**config.mk**
```make
export PLATFORM = sky130hd
export DESIGN_NAME = fft_frame_sequencer
export DESIGN_NICKNAME = d
export VERILOG_FILES = /design/src/rtl/fft_frame_sequencer.sv
export SDC_FILE = /design/constraint.sdc
export NUM_CORES = 1
export LEC_CHECK = 0
export ABC_CLOCK_PERIOD_IN_PS = 2200
export BUFFER_PORTS_ARGS = -buffer_cell sky130_fd_sc_hd__buf_2
export CAP_MARGIN = 20
export CORE_MARGIN = 8
export CORE_UTILIZATION = 53
export DETAILED_ROUTE_END_ITERATION = 10
export PLACE_DENSITY = 0.8
export SYNTH_ARGS = -nofsm -noshare
export SYNTH_HDL_FRONTEND = slang
export SYNTH_SLANG_ARGS = --single-unit
```
**constraint.sdc**
```tcl
create_clock -name clk -period 2.2 [get_ports clk]
set_input_delay 0.22 -clock clk [delete_from_list [all_inputs] [get_ports clk]]
set_output_delay 0.22 -clock clk [all_outputs]
set_load 0.02 [all_outputs]
```
**src/rtl/fft_frame_sequencer.sv**
```systemverilog
// ============================================================================
// fft_frame_sequencer: serial sample collector and bin emitter around an
// 8-point FFT pipeline. Optional macro FFT_SCALE_EN divides output bins by 8.
// Revision: 1.0
// ============================================================================
`default_nettype none

module fft_frame_sequencer #(
  parameter int N   = 4,
  parameter int LAT = 3
) (
  input  logic              clk,
  input  logic              rst_n,
  input  logic              i_in_valid,
  output logic              o_in_ready,
  input  logic [2**N-1:0]   i_in_data,
  output logic [2**N-1:0]   o_fft_a0,
  output logic [2**N-1:0]   o_fft_a1,
  output logic [2**N-1:0]   o_fft_a2,
  output logic [2**N-1:0]   o_fft_a3,
  output logic [2**N-1:0]   o_fft_a4,
  output logic [2**N-1:0]   o_fft_a5,
  output logic [2**N-1:0]   o_fft_a6,
  output logic [2**N-1:0]   o_fft_a7,
  input  logic [2**N-1:0]   i_fft_y0,
  input  logic [2**N-1:0]   i_fft_y4,
  input  logic [2**N-1:0]   i_fft_yr1,
  input  logic [2**N-1:0]   i_fft_yi1,
  input  logic [2**N-1:0]   i_fft_yr2,
  input  logic [2**N-1:0]   i_fft_yi2,
  input  logic [2**N-1:0]   i_fft_yr3,
  input  logic [2**N-1:0]   i_fft_yi3,
  input  logic [2**N-1:0]   i_fft_yr5,
  input  logic [2**N-1:0]   i_fft_yi5,
  input  logic [2**N-1:0]   i_fft_yr6,
  input  logic [2**N-1:0]   i_fft_yi6,
  input  logic [2**N-1:0]   i_fft_yr7,
  input  logic [2**N-1:0]   i_fft_yi7,
  output logic              o_out_valid,
  input  logic              i_out_ready,
  output logic [2**N-1:0]   o_out_re,
  output logic [2**N-1:0]   o_out_im,
  output logic [2:0]        o_out_idx,
  output logic              o_busy
);

  localparam int W     = 2**N;
  localparam int LAT_W = (LAT < 1) ? 1 : $clog2(LAT + 1);
  localparam logic [LAT_W-1:0] LAT_CNT = LAT_W'(LAT);

  typedef enum logic [1:0] {
    S_LOAD  = 2'd0,
    S_WAIT  = 2'd1,
    S_DRAIN = 2'd2
  } state_t;

  state_t             r_state;
  state_t             w_state_nxt;
  logic [2:0]         r_cnt;
  logic [LAT_W-1:0]   r_wcnt;
  logic [2:0]         r_idx;
  logic [W-1:0]       r_a      [8];
  logic [W-1:0]       r_res_re [8];
  logic [W-1:0]       r_res_im [8];

  logic               w_accept;
  logic               w_capture;
  logic               w_xfer;
  logic [W-1:0]       w_re;
  logic [W-1:0]       w_im;

  assign w_accept  = i_in_valid && (r_state == S_LOAD);
  assign w_capture = (r_state == S_WAIT) && (r_wcnt == LAT_CNT);
  assign w_xfer    = (r_state == S_DRAIN) && i_out_ready;

  always_ff @(posedge clk or negedge rst_n) begin
    if (!rst_n) begin
      r_state <= S_LOAD;
    end else begin
      r_state <= w_state_nxt;
    end
  end

  always_comb begin
    w_state_nxt = r_state;
    case (r_state)
      S_LOAD:  if (w_accept && (r_cnt == 3'd7)) w_state_nxt = S_WAIT;
      S_WAIT:  if (w_capture)                   w_state_nxt = S_DRAIN;
      S_DRAIN: if (w_xfer && (r_idx == 3'd7))   w_state_nxt = S_LOAD;
      default:                                  w_state_nxt = S_LOAD;
    endcase
  end

  // Counters wrap naturally at 8, so no explicit clear is needed on frame end
  always_ff @(posedge clk or negedge rst_n) begin
    if (!rst_n) begin
      r_cnt  <= '0;
      r_wcnt <= '0;
      r_idx  <= '0;
      for (int i = 0; i < 8; i++) begin
        r_a[i] <= '0;
      end
    end else begin
      if (w_accept) begin
        r_a[r_cnt] <= i_in_data;
        r_cnt      <= r_cnt + 3'd1;
      end
      if (r_state == S_WAIT) begin
        r_wcnt <= r_wcnt + LAT_W'(1);
      end else begin
        r_wcnt <= '0;
      end
      if (w_capture) begin
        r_idx <= 3'd0;
      end else if (w_xfer) begin
        r_idx <= r_idx + 3'd1;
      end
    end
  end

  // Bins 0 and 4 are purely real; their imaginary slots stay zero
  always_ff @(posedge clk or negedge rst_n) begin
    if (!rst_n) begin
      for (int i = 0; i < 8; i++) begin
        r_res_re[i] <= '0;
        r_res_im[i] <= '0;
      end
    end else if (w_capture) begin
      r_res_re[0] <= i_fft_y0;   r_res_im[0] <= '0;
      r_res_re[1] <= i_fft_yr1;  r_res_im[1] <= i_fft_yi1;
      r_res_re[2] <= i_fft_yr2;  r_res_im[2] <= i_fft_yi2;
      r_res_re[3] <= i_fft_yr3;  r_res_im[3] <= i_fft_yi3;
      r_res_re[4] <= i_fft_y4;   r_res_im[4] <= '0;
      r_res_re[5] <= i_fft_yr5;  r_res_im[5] <= i_fft_yi5;
      r_res_re[6] <= i_fft_yr6;  r_res_im[6] <= i_fft_yi6;
      r_res_re[7] <= i_fft_yr7;  r_res_im[7] <= i_fft_yi7;
    end
  end

  assign w_re = r_res_re[r_idx];
  assign w_im = r_res_im[r_idx];

`ifdef FFT_SCALE_EN
  assign o_out_re = $signed(w_re) >>> 3;
  assign o_out_im = $signed(w_im) >>> 3;
`else
  assign o_out_re = w_re;
  assign o_out_im = w_im;
`endif

  assign o_in_ready  = (r_state == S_LOAD);
  assign o_busy      = (r_state != S_LOAD);
  assign o_out_valid = (r_state == S_DRAIN);
  assign o_out_idx   = r_idx;

  assign o_fft_a0 = r_a[0];
  assign o_fft_a1 = r_a[1];
  assign o_fft_a2 = r_a[2];
  assign o_fft_a3 = r_a[3];
  assign o_fft_a4 = r_a[4];
  assign o_fft_a5 = r_a[5];
  assign o_fft_a6 = r_a[6];
  assign o_fft_a7 = r_a[7];

endmodule

`default_nettype wire

```
==> results of run 1 <==
[Yosys cell counts (all sizes together) (2+ instances only)]
library cell	count
buf	42
a22o	2
nor2	4
clkbuf	39
mux4	32
o21ai	16
and3b	3
mux2	148
o22a	16
dfrtp	362
nor2b	3
nand2b	2
and3	2
mux2i	48
nand2	684
ha	5
[logic make-up (layout without fill, tap and decap cells)]
kind of cell | Yosys count | after routing | synth area share [%]
xor gates and xnor gates | 1 | 1 | 0.05666
adders and majority gates | 5 | 5 | 0.4046
other | 0 | 2 | 0
muxes | 228 | 228 | 19.03
DFF | 362 | 362 | 58.59
buffers and inverters | 82 | 757 | 2.768
AOI/OAI and AO/OA | 34 | 34 | 1.538
and+or+nand+nor | 702 | 702 | 17.61
[per-stage QoR]
| stage | setup TNS (ns) | area [um2] | hold WS (ns) |
|---|---|---|---|
| 2_1_floorplan | 0 | 15460 | -0.07559 |
| 3_3_place_gp | 0 | 18030 | 0.2025 |
| 4_1_cts | -2.486 | 21910 | 0.02098 |
| 6_report | -3.593 | 22360 | 0.03300 |
| 5_1_grt | -4.673 | 22360 | 0.02964 |
| 3_5_place_dp | 0 | 18030 | 0.2109 |
[cell type report]
class	instances	area, um2
Antenna cell	2	5.005
Clock buffer	57	1156
Clock inverter	11	138.9
Fill cell	1521	6339
Inverter	1	3.754
Multi-Input combinational cell	970	6202
Sequential cell	362	9065
Tap cell	384	480.5
Timing Repair Buffer	688	5313
[worst max-delay path: stages (launching register included)]
cell and delay (ns):
dfrtp_2 0.40, buf_4 0.14, buf_12 0.13, mux4_2 0.54, mux2_4 0.31, buf_4 0.16
[how the worst max path moves through the flow]
stage,endpoint,from
final,o_out_re[15],o_out_idx[0]$_DFFE_PN0P_
after global routing,o_out_re[15],o_out_idx[0]$_DFFE_PN0P_
after CTS,o_out_re[4],o_out_idx[0]$_DFFE_PN0P_
after detailed placement,o_out_re[14],o_out_idx[0]$_DFFE_PN0P_
after global placement,o_out_re[14],o_out_idx[0]$_DFFE_PN0P_
after floorplan,o_out_re[0],o_out_idx[0]$_DFFE_PN0P_
[report_power, final]
part | switching, W | internal (W) | total, W
clock | 0.00270 | 0.00400 | 0.00670
combinational | 0.00638 | 0.00536 | 0.0117
sequential | 0.00143 | 0.00862 | 0.0101
total | 0.0105 | 0.0180 | 0.0285
[per-layer routing]
metal | up-vias | part of all wire (%)
met3 | 330 | 9.5
met2 | 1125 | 49
met5 | - | 0.036
met1 | 6850 | 34
li1 | 5907 | -
met4 | 4 | 8.0
[what timing repair did]
action	CTS	global route
pin swaps	0	9
hold buffers	226	0
hold endpoints to repair	279	0
cloned	5	7
resized for setup	59	78
endpoints found under the setup margin	28	32
buffers inserted	6	11
==> run_results.csv, run 1 <==
group,metric,value,unit
status,outcome,"complete, but fails checks",
status,violations,"setup timing",
cells_and_area,largest_register_ffs,128,
timing,slew-limit-headroom,65.00,%
floorplanning,die_h,186.8,um
global_route,grt-ovfl-total,0,
critical_path,crit_fanout,7,
cells_and_area,fin_cells,2475,
timing,period_needed,2.434,ns
cells_and_area,layout.nets,2312,
logic_synthesis,synth.net_count,1663,
power,total_power,0.02848,W
clock_network,cts_tree,"built",
logic_synthesis,synthTopCellsByArea,"dfrtp_1, nand2_1, mux2_2",
timing,fmax,410.9,MHz
routing,wl_per_cell,24.47,um
logic_synthesis,synth-main-ff-cell,"dfrtp_1",
critical_path,crit_required,1.98,ns
routing,drt_wl_total,60570,um
worst_hold_path,hp-start,"i_in_data[9]",
floorplanning,initial_core_util,53.87,%
critical_path,regToRegStartpoint,"r_state[0]$_DFFE_PN0P_",
critical_path,path_class,"register to output pin",
place,placedCellCount,2154,
logic_synthesis,ys_seq_elements,362,
logic_synthesis,syn-cell-area,15460,um2
global_route,grt_util_met2,55.88,%
timing,fin_ws,-0.2339,ns
timing,fin_skew,0.01430,ns
clock_network,cts_max_level,2,
power,ir_drop,0.0009104,V
logic_synthesis,ys.warnings.count,0,
power,leakagePower,10.64,nW
timing,tightest_slew,0.5104,ns
worst_hold_path,hp-class,"primary input to register",
cells_and_area,fin_util,77.92,%
routing,viasPerCell,5.744,
clock_network,clockRootBuffer,"clkbuf_16",
global_route,grt_max_degree,99,
cells_and_area,final_common_cell,"nand2_1",
logic_synthesis,async_reset_ff_share,100.0,%
place,gp_congestion,0.9637,
global_route,grt.met1_usage,36.91,%
clock_network,cts_buffers,40,
logic_synthesis,seq_area_frac_synth,58.59,%
routing,drc,0,
logic_synthesis,avgSynthCellArea,10.93,um2
critical_path,rr_worst_depth,4,
global_route,globalRouteMet3Util,8.091,%
routing,ant_nets,0,
global_route,grt_pass1_wl,90050,um
worst_hold_path,min_delay_path_depth,2,
routing,num_vias,14220,
timing,slew_violations,0,
clock_network,clockBufferDepth,3,
timing,rsz0062_at_grt,"true",
routing,dr.pass1.iters,8,
timing,finalSetupViolations,27,
logic_synthesis,synth.distinct_cells,29,
cells_and_area,reg_top3,"r_res_re (128), r_res_im (96)",
logic_synthesis,synth_cells,1414,
cells_and_area,top_register,"r_res_re",
flow_run,maxCapViolCount,0,
routing,drtIter0Drc,1657,
place,dp_hpwl,32940,um
timing,hold_viol,0,
critical_path,arrival,2.21,ns
clock_network,clock_sink_count,362,
global_route,top_usage_layer,"met2",
cells_and_area,syn2layout_area_growth,44.65,%
critical_path,r2r_slack,0.35,ns
place,portBuffers,409,
critical_path,critPathCaptureType,"output pin",
clock_network,clkLatencyLatePin,0.52,ns
cells_and_area,drive_above_1_share,35.47,%
logic_synthesis,synth_top_cell_by_area,"dfrtp_1",
global_route,antenna_found_initial,4,
worst_hold_path,hold_end,"o_fft_a7[9]$_DFFE_PN0P_",
global_route,track_usage,32.87,%
timing,period_share,110.6,%
floorplanning,rows,62,
floorplanning,io_pins,410,
place,dp_slack,0.3392,ns
power,power.density,1274,nW/um2
logic_synthesis,yosysTopAreaCellShare,58.59,%
critical_path,worst_setup_path_start_kind,"register",
logic_synthesis,synth_edf_count,0,
critical_path,r2r_end,"o_fft_a6[1]$_DFFE_PN0P_",
floorplanning,die_w,186.8,um
global_route,grt_pass1_vias,15350,
floorplanning,core,28700,um2
floorplanning,dieArea,34890,um2
clock_network,clkTransAtPathRegs,0.06,ns
cells_and_area,final_cell_mix,"nand2_1, buf_2, dfrtp_1, dlygate4sd3_1, mux2_2",
No activity file was read; power rests on OpenSTA's default activity.
==> inputs of run 2 (changes only) <==
Settings changed: SKIP_CTS_REPAIR_TIMING set to 1.
==> run 2 against run 1 <==
The run still ends with setup timing left. Die area did not move. Sequential share of layout area increased by 0.42 points. Flip-flop and latch count unchanged. Cell area is 1.0% lower. Maximum frequency increased by 0.58%.
==> run_results.csv, run 2 (same netlist as run 1, synthesis figures left out) <==
group,metric,value,unit
status,outcome,"complete, but fails checks",
status,violations,"setup timing",
worst_hold_path,hp-class,"primary input to register",
critical_path,slowest_delay,0.59,ns
critical_path,crit_path_frequent_cell,"buf_12",
timing,period_share,110.0,%
place,gp_congestion,0.9637,
cells_and_area,layout.nets,2299,
clock_network,cts_tree,"built",
routing,dr.pass1.iters,8,
cells_and_area,largest_register_ffs,128,
routing,viasPerCell,5.753,
clock_network,clockBufferDepth,3,
routing,ant_nets,0,
critical_path,cpMaxStageDelayCell,"mux4_2",
critical_path,r2r_slack,0.35,ns
clock_network,clkTransAtPathRegs,0.06,ns
floorplanning,io_pins,410,
floorplanning,die_h,186.8,um
cells_and_area,syn2layout_area_growth,43.17,%
clock_network,cts_buffers,40,
critical_path,r2r_end,"r_res_re[44]$_DFFE_PN0P_",
clock_network,clock_sink_count,362,
power,ir_drop,0.0009090,V
critical_path,regToRegStartpoint,"r_state[1]$_DFFE_PN0P_",
floorplanning,core,28700,um2
critical_path,rr_worst_depth,5,
clock_network,cts_max_level,2,
global_route,grt_max_degree,99,
critical_path,worst_setup_path_start_kind,"register",
cells_and_area,drive_above_1_share,34.39,%
timing,period_needed,2.420,ns
routing,num_vias,14200,
critical_path,critPathCaptureType,"output pin",
global_route,grt_pass1_vias,12950,
place,dp_hpwl,32940,um
flow_run,maxCapViolCount,0,
timing,fin_skew,0.02171,ns
routing,drc,0,
global_route,track_usage,25.60,%
timing,tightest_slew,0.4760,ns
timing,rsz0062_at_grt,"true",
floorplanning,die_w,186.8,um
cells_and_area,fillCellCount,1551,
routing,drt_wl_total,60240,um
timing,fin_ws,-0.2200,ns
timing,hold_viol,0,
cells_and_area,top_register,"r_res_re",
global_route,antenna_found_initial,5,
timing,fmax,413.2,MHz
critical_path,crit_chain,"buf_12 > buf_12 > mux4_2 > mux2_4 > buf_6",
timing,setup_tns,-3.198,ns
cells_and_area,final_cell_mix,"nand2_1, buf_2, dfrtp_1, dlygate4sd3_1, mux2_2",
critical_path,crit_buf_inv,3,
place,dp_slack,0.3392,ns
cells_and_area,reg_top3,"r_res_re (128), r_res_im (96)",
clock_network,clockRootBuffer,"clkbuf_16",
floorplanning,rows,62,
routing,wl_per_cell,24.41,um
worst_hold_path,hold_end,"o_fft_a7[9]$_DFFE_PN0P_",
critical_path,crit_fanout,6,
critical_path,arrival,2.20,ns
routing,drtIter0Drc,1452,
place,portBuffers,409,
timing,slew-limit-headroom,67.36,%
timing,finalSetupViolations,22,
power,power.density,1258,nW/um2
critical_path,path_class,"register to output pin",
power,leakagePower,10.57,nW
timing,hold_ws,0.04605,ns
power,total_power,0.02784,W
floorplanning,dieArea,34890,um2
cells_and_area,seq_area,9065,um2
critical_path,cp.depth,5,
timing,slew_violations,0,
critical_path,crit_family,"multiplexers",
critical_path,crit_required,1.98,ns
global_route,grt_pass1_wl,71790,um
worst_hold_path,hp-start,"i_in_data[9]",
cells_and_area,final_common_cell,"nand2_1",
floorplanning,initial_core_util,53.87,%
cells_and_area,multi_input_area,6125,um2
global_route,grt-ovfl-total,0,
worst_hold_path,min_delay_path_depth,2,
clock_network,clkLatencyLatePin,0.52,ns
[run 2: worst max path at each step]
stage                                         from            to
final                     o_out_idx[0]$_DFFE_PN0P_  o_out_re[10]
after global routing      o_out_idx[0]$_DFFE_PN0P_   o_out_re[5]
after CTS                 o_out_idx[0]$_DFFE_PN0P_  o_out_re[14]
after detailed placement  o_out_idx[0]$_DFFE_PN0P_  o_out_re[14]
after global placement    o_out_idx[0]$_DFFE_PN0P_  o_out_re[14]
after floorplan           o_out_idx[0]$_DFFE_PN0P_   o_out_re[0]
[run 2: where the power goes]
part / switching [W] / internal, W / total (W) / leakage (nW)
clock network: 0.00265 / 0.00400 / 0.00665 / 0.633
registers: 0.00141 / 0.00862 / 0.0100 / 3.71
logic: 0.00620 / 0.00496 / 0.0112 / 6.24
[run 2: final cells by class]
cell class	instances	share of cell area [%]
inverters	1	0.01696
repair buffers	675	23.25
clock inverters	11	0.6274
clock buffers	57	5.223
flip-flops and latches	362	40.95
multi-input cells	970	27.67
diodes	8	0.09044
well taps	384	2.171
[run 2: worst reg2reg max path: stages, from the launching register on]
cell     delay (ns)
dfrtp_1        0.42
buf_4          0.18
and3b_4        0.37
buf_12         0.35
nand2_1        0.27
nand2_1        0.19
[run 2: stage by stage]
step | area (um2) | utilization [%] | instances
CTS | 19330 | 67.33 | 2222
finish | 22140 | 77.12 | 2468
global route | 22130 | 77.08 | 2464
floorplan | 15460 | - | 1414
detailed placement | 18030 | 62.82 | 2154
global placement | 18030 | 62.82 | 2154
[run 2: layer usage]
layer  track usage (%)  wire length, um  vias to the layer above
li1                  -                -                     5900
met1             30.18            20160                     6864
met2             43.22            29180                     1056
met3             7.252             5891                      376
met4             11.42             4993                        2
met5                 0               11                        -
==> inputs of run 3 (changes only) <==
Settings changed: PLACE_DENSITY 0.8 to 0.83.
==> run 3 against run 2 <==
The run ends with hold timing, setup timing left. Worst hold slack worse by 0.065 ns. Flip-flop and latch count unchanged. Die area is the same. Via count increased by 0.99%. Register-to-register slack worse by 0.03 ns. Combinational power hardly changed. Worst setup slack lost 0.074 ns. Utilization increased by 0.23 points. Critical endpoint is now o_out_re[12].
==> run_results.csv, run 3 (same netlist as run 1, synthesis figures left out) <==
group,metric,value,unit
status,outcome,"complete, but fails checks",
status,violations,"hold timing, setup timing",
routing,ant_nets,0,
worst_hold_path,hold_end,"r_state[1]$_DFFE_PN0P_",
timing,hold_ws,-0.01933,ns
power,total_power,0.02821,W
cells_and_area,drive_above_1_share,34.88,%
timing,slew_violations,0,
critical_path,crit_family,"multiplexers",
critical_path,worst_setup_path_start_kind,"register",
cells_and_area,final_common_cell,"nand2_1",
cells_and_area,largest_register_ffs,128,
global_route,grt_pass1_wl,70880,um
place,gp_congestion,0.9519,
power,power.density,1271,nW/um2
critical_path,r2r_end,"o_fft_a7[2]$_DFFE_PN0P_",
cells_and_area,layout.nets,2312,
floorplanning,die_w,186.8,um
power,combPwrFrac,40.5,%
power,switchingPower,0.01045,W
clock_network,clockBufferDepth,3,
cells_and_area,syn2layout_area_growth,43.59,%
clock_network,clockRootBuffer,"clkbuf_16",
timing,fin_ws,-0.2941,ns
global_route,antenna_found_initial,10,
timing,fin_skew,0.03201,ns
place,portBuffers,409,
power,pwr-share-seq,35.3,%
global_route,track_usage,25.32,%
power,leakagePower,10.60,nW
timing,fmax,401.0,MHz
worst_hold_path,hp-start,"i_out_ready",
critical_path,arrival,2.27,ns
timing,tightest_slew,0.5304,ns
global_route,grt_pass1_vias,12960,
critical_path,rr_worst_depth,4,
clock_network,clock_sink_count,362,
floorplanning,die_h,186.8,um
floorplanning,io_pins,410,
routing,dr.pass1.iters,6,
critical_path,regToRegStartpoint,"r_state[1]$_DFFE_PN0P_",
power,clock_power_share,24.2,%
timing,period_share,113.4,%
critical_path,slowest_delay,0.61,ns
clock_network,cts_tree,"built",
routing,drtIter0Drc,1473,
power,p_int,0.01776,W
floorplanning,rows,62,
floorplanning,dieArea,34890,um2
critical_path,crit_required,1.98,ns
timing,period_needed,2.494,ns
power,ir_drop,0.0007546,V
critical_path,cpMaxStageDelayCell,"mux4_2",
timing,setup_tns,-5.365,ns
worst_hold_path,min_delay_path_depth,4,
clock_network,clkLatencyLatePin,0.54,ns
cells_and_area,fin_util,77.35,%
place,dp_hpwl,32340,um
critical_path,critPathCaptureType,"output pin",
place,dp_slack,0.2968,ns
cells_and_area,top_register,"r_res_re",
cells_and_area,seq_area,9064,um2
critical_path,path_class,"register to output pin",
timing,hold_viol,1,
floorplanning,core,28700,um2
timing,slew-limit-headroom,64.51,%
power,switching_share,37.04,%
routing,drc,0,
critical_path,r2r_slack,0.32,ns
cells_and_area,fillCellCount,1608,
clock_network,clkTransAtPathRegs,0.06,ns
global_route,grt_max_degree,89,
critical_path,crit_buf_inv,2,
timing,finalSetupViolations,32,
cells_and_area,multi_input_area,6070,um2
timing,rsz0062_at_grt,"true",
worst_hold_path,hp-class,"primary input to register",
flow_run,maxCapViolCount,0,
critical_path,crit_chain,"buf_12 > mux4_2 > mux2_2 > buf_4",
cells_and_area,final_cell_mix,"nand2_1, buf_2, dfrtp_1, dlygate4sd3_1, mux2_2",
clock_network,cts_max_level,2,
global_route,grt-ovfl-total,0,
routing,num_vias,14340,
routing,wl_per_cell,24.23,um
cells_and_area,reg_top3,"r_res_re (128), r_res_im (96)",
routing,drt_wl_total,60270,um
clock_network,cts_buffers,40,
floorplanning,initial_core_util,53.87,%
routing,viasPerCell,5.766,
critical_path,crit_fanout,20,
==> run 3: cell types whose count changed in the layout (fill, tap and decap cells not counted), sizes merged <==
cell / previous run / this run
buf: 445 / 456
clkbuf: 61 / 64
clkinvlp: 2 / 4
diode: 8 / 10
clkinv: 5 / 6
dlygate4sd3: 226 / 225
inv: 2 / 3
==> run 3: stage by stage <==
| stage | instances | instance area [um2] |
|---|---|---|
| floorplan | 1414 | 15460 |
| CTS | 2228 | 19380 |
| detailed placement | 2156 | 18050 |
| global placement | 2156 | 18050 |
| finish | 2487 | 22200 |
| global route | 2485 | 22200 |
==> run 3: worst max path at each step <==
stage / start / end / slack, ns / cells past startpoint
6_report: o_out_idx[0]$_DFFE_PN0P_ / o_out_re[12] / -0.29 / 4
3_5_place_dp: o_out_idx[0]$_DFFE_PN0P_ / o_out_im[4] / 0.30 / 4
2_1_floorplan: o_out_idx[0]$_DFFE_PN0P_ / o_out_re[0] / 0.12 / 4
4_1_cts: o_out_idx[0]$_DFFE_PN0P_ / o_out_im[4] / -0.26 / 4
3_3_place_gp: o_out_idx[0]$_DFFE_PN0P_ / o_out_im[10] / 0.34 / 4
5_1_grt: o_out_idx[0]$_DFFE_PN0P_ / o_out_re[5] / -0.35 / 5
==> run 3: layout make-up <==
| class | instances | area share (%) |
|---|---|---|
| flip-flops and latches | 362 | 40.83 |
| multi-input cells | 970 | 27.34 |
| repair buffers | 688 | 23.55 |
| clock buffers | 57 | 5.207 |
| well taps | 384 | 2.164 |
| clock inverters | 15 | 0.7890 |
| diodes | 10 | 0.1127 |
| inverters | 1 | 0.01691 |
==> run 3: metal layers <==
| layer | wire [um] | part of all wire (%) | global-route usage, % |
|---|---|---|---|
| met1 | 19910 | 33 | 29.30 |
| met5 | 12 | 0.020 | 0 |
| met3 | 5935 | 9.8 | 7.364 |
| met4 | 4933 | 8.2 | 12.86 |
| met2 | 29480 | 49 | 42.53 |
==> run 3: worst min-delay path, delay by kind of cell <==
| family | cells | cell delay [ns] |
|---|---|---|
| AND/OR/NAND/NOR | 3 | 0.16 |
| buffers and inverters | 1 | 0.09 |
==> run 3: power by group through the flow <==
stage / registers [W] / clock network, W / logic [W]
final: 0.00995 / 0.00682 / 0.0114
after floorplan: 0.0109 / 0 / 0.00477
after detailed placement: 0.00988 / 0 / 0.00948
after global routing: 0.0101 / 0.00717 / 0.0120
after global placement: 0.00975 / 0 / 0.00923
after CTS: 0.00979 / 0.00682 / 0.00954
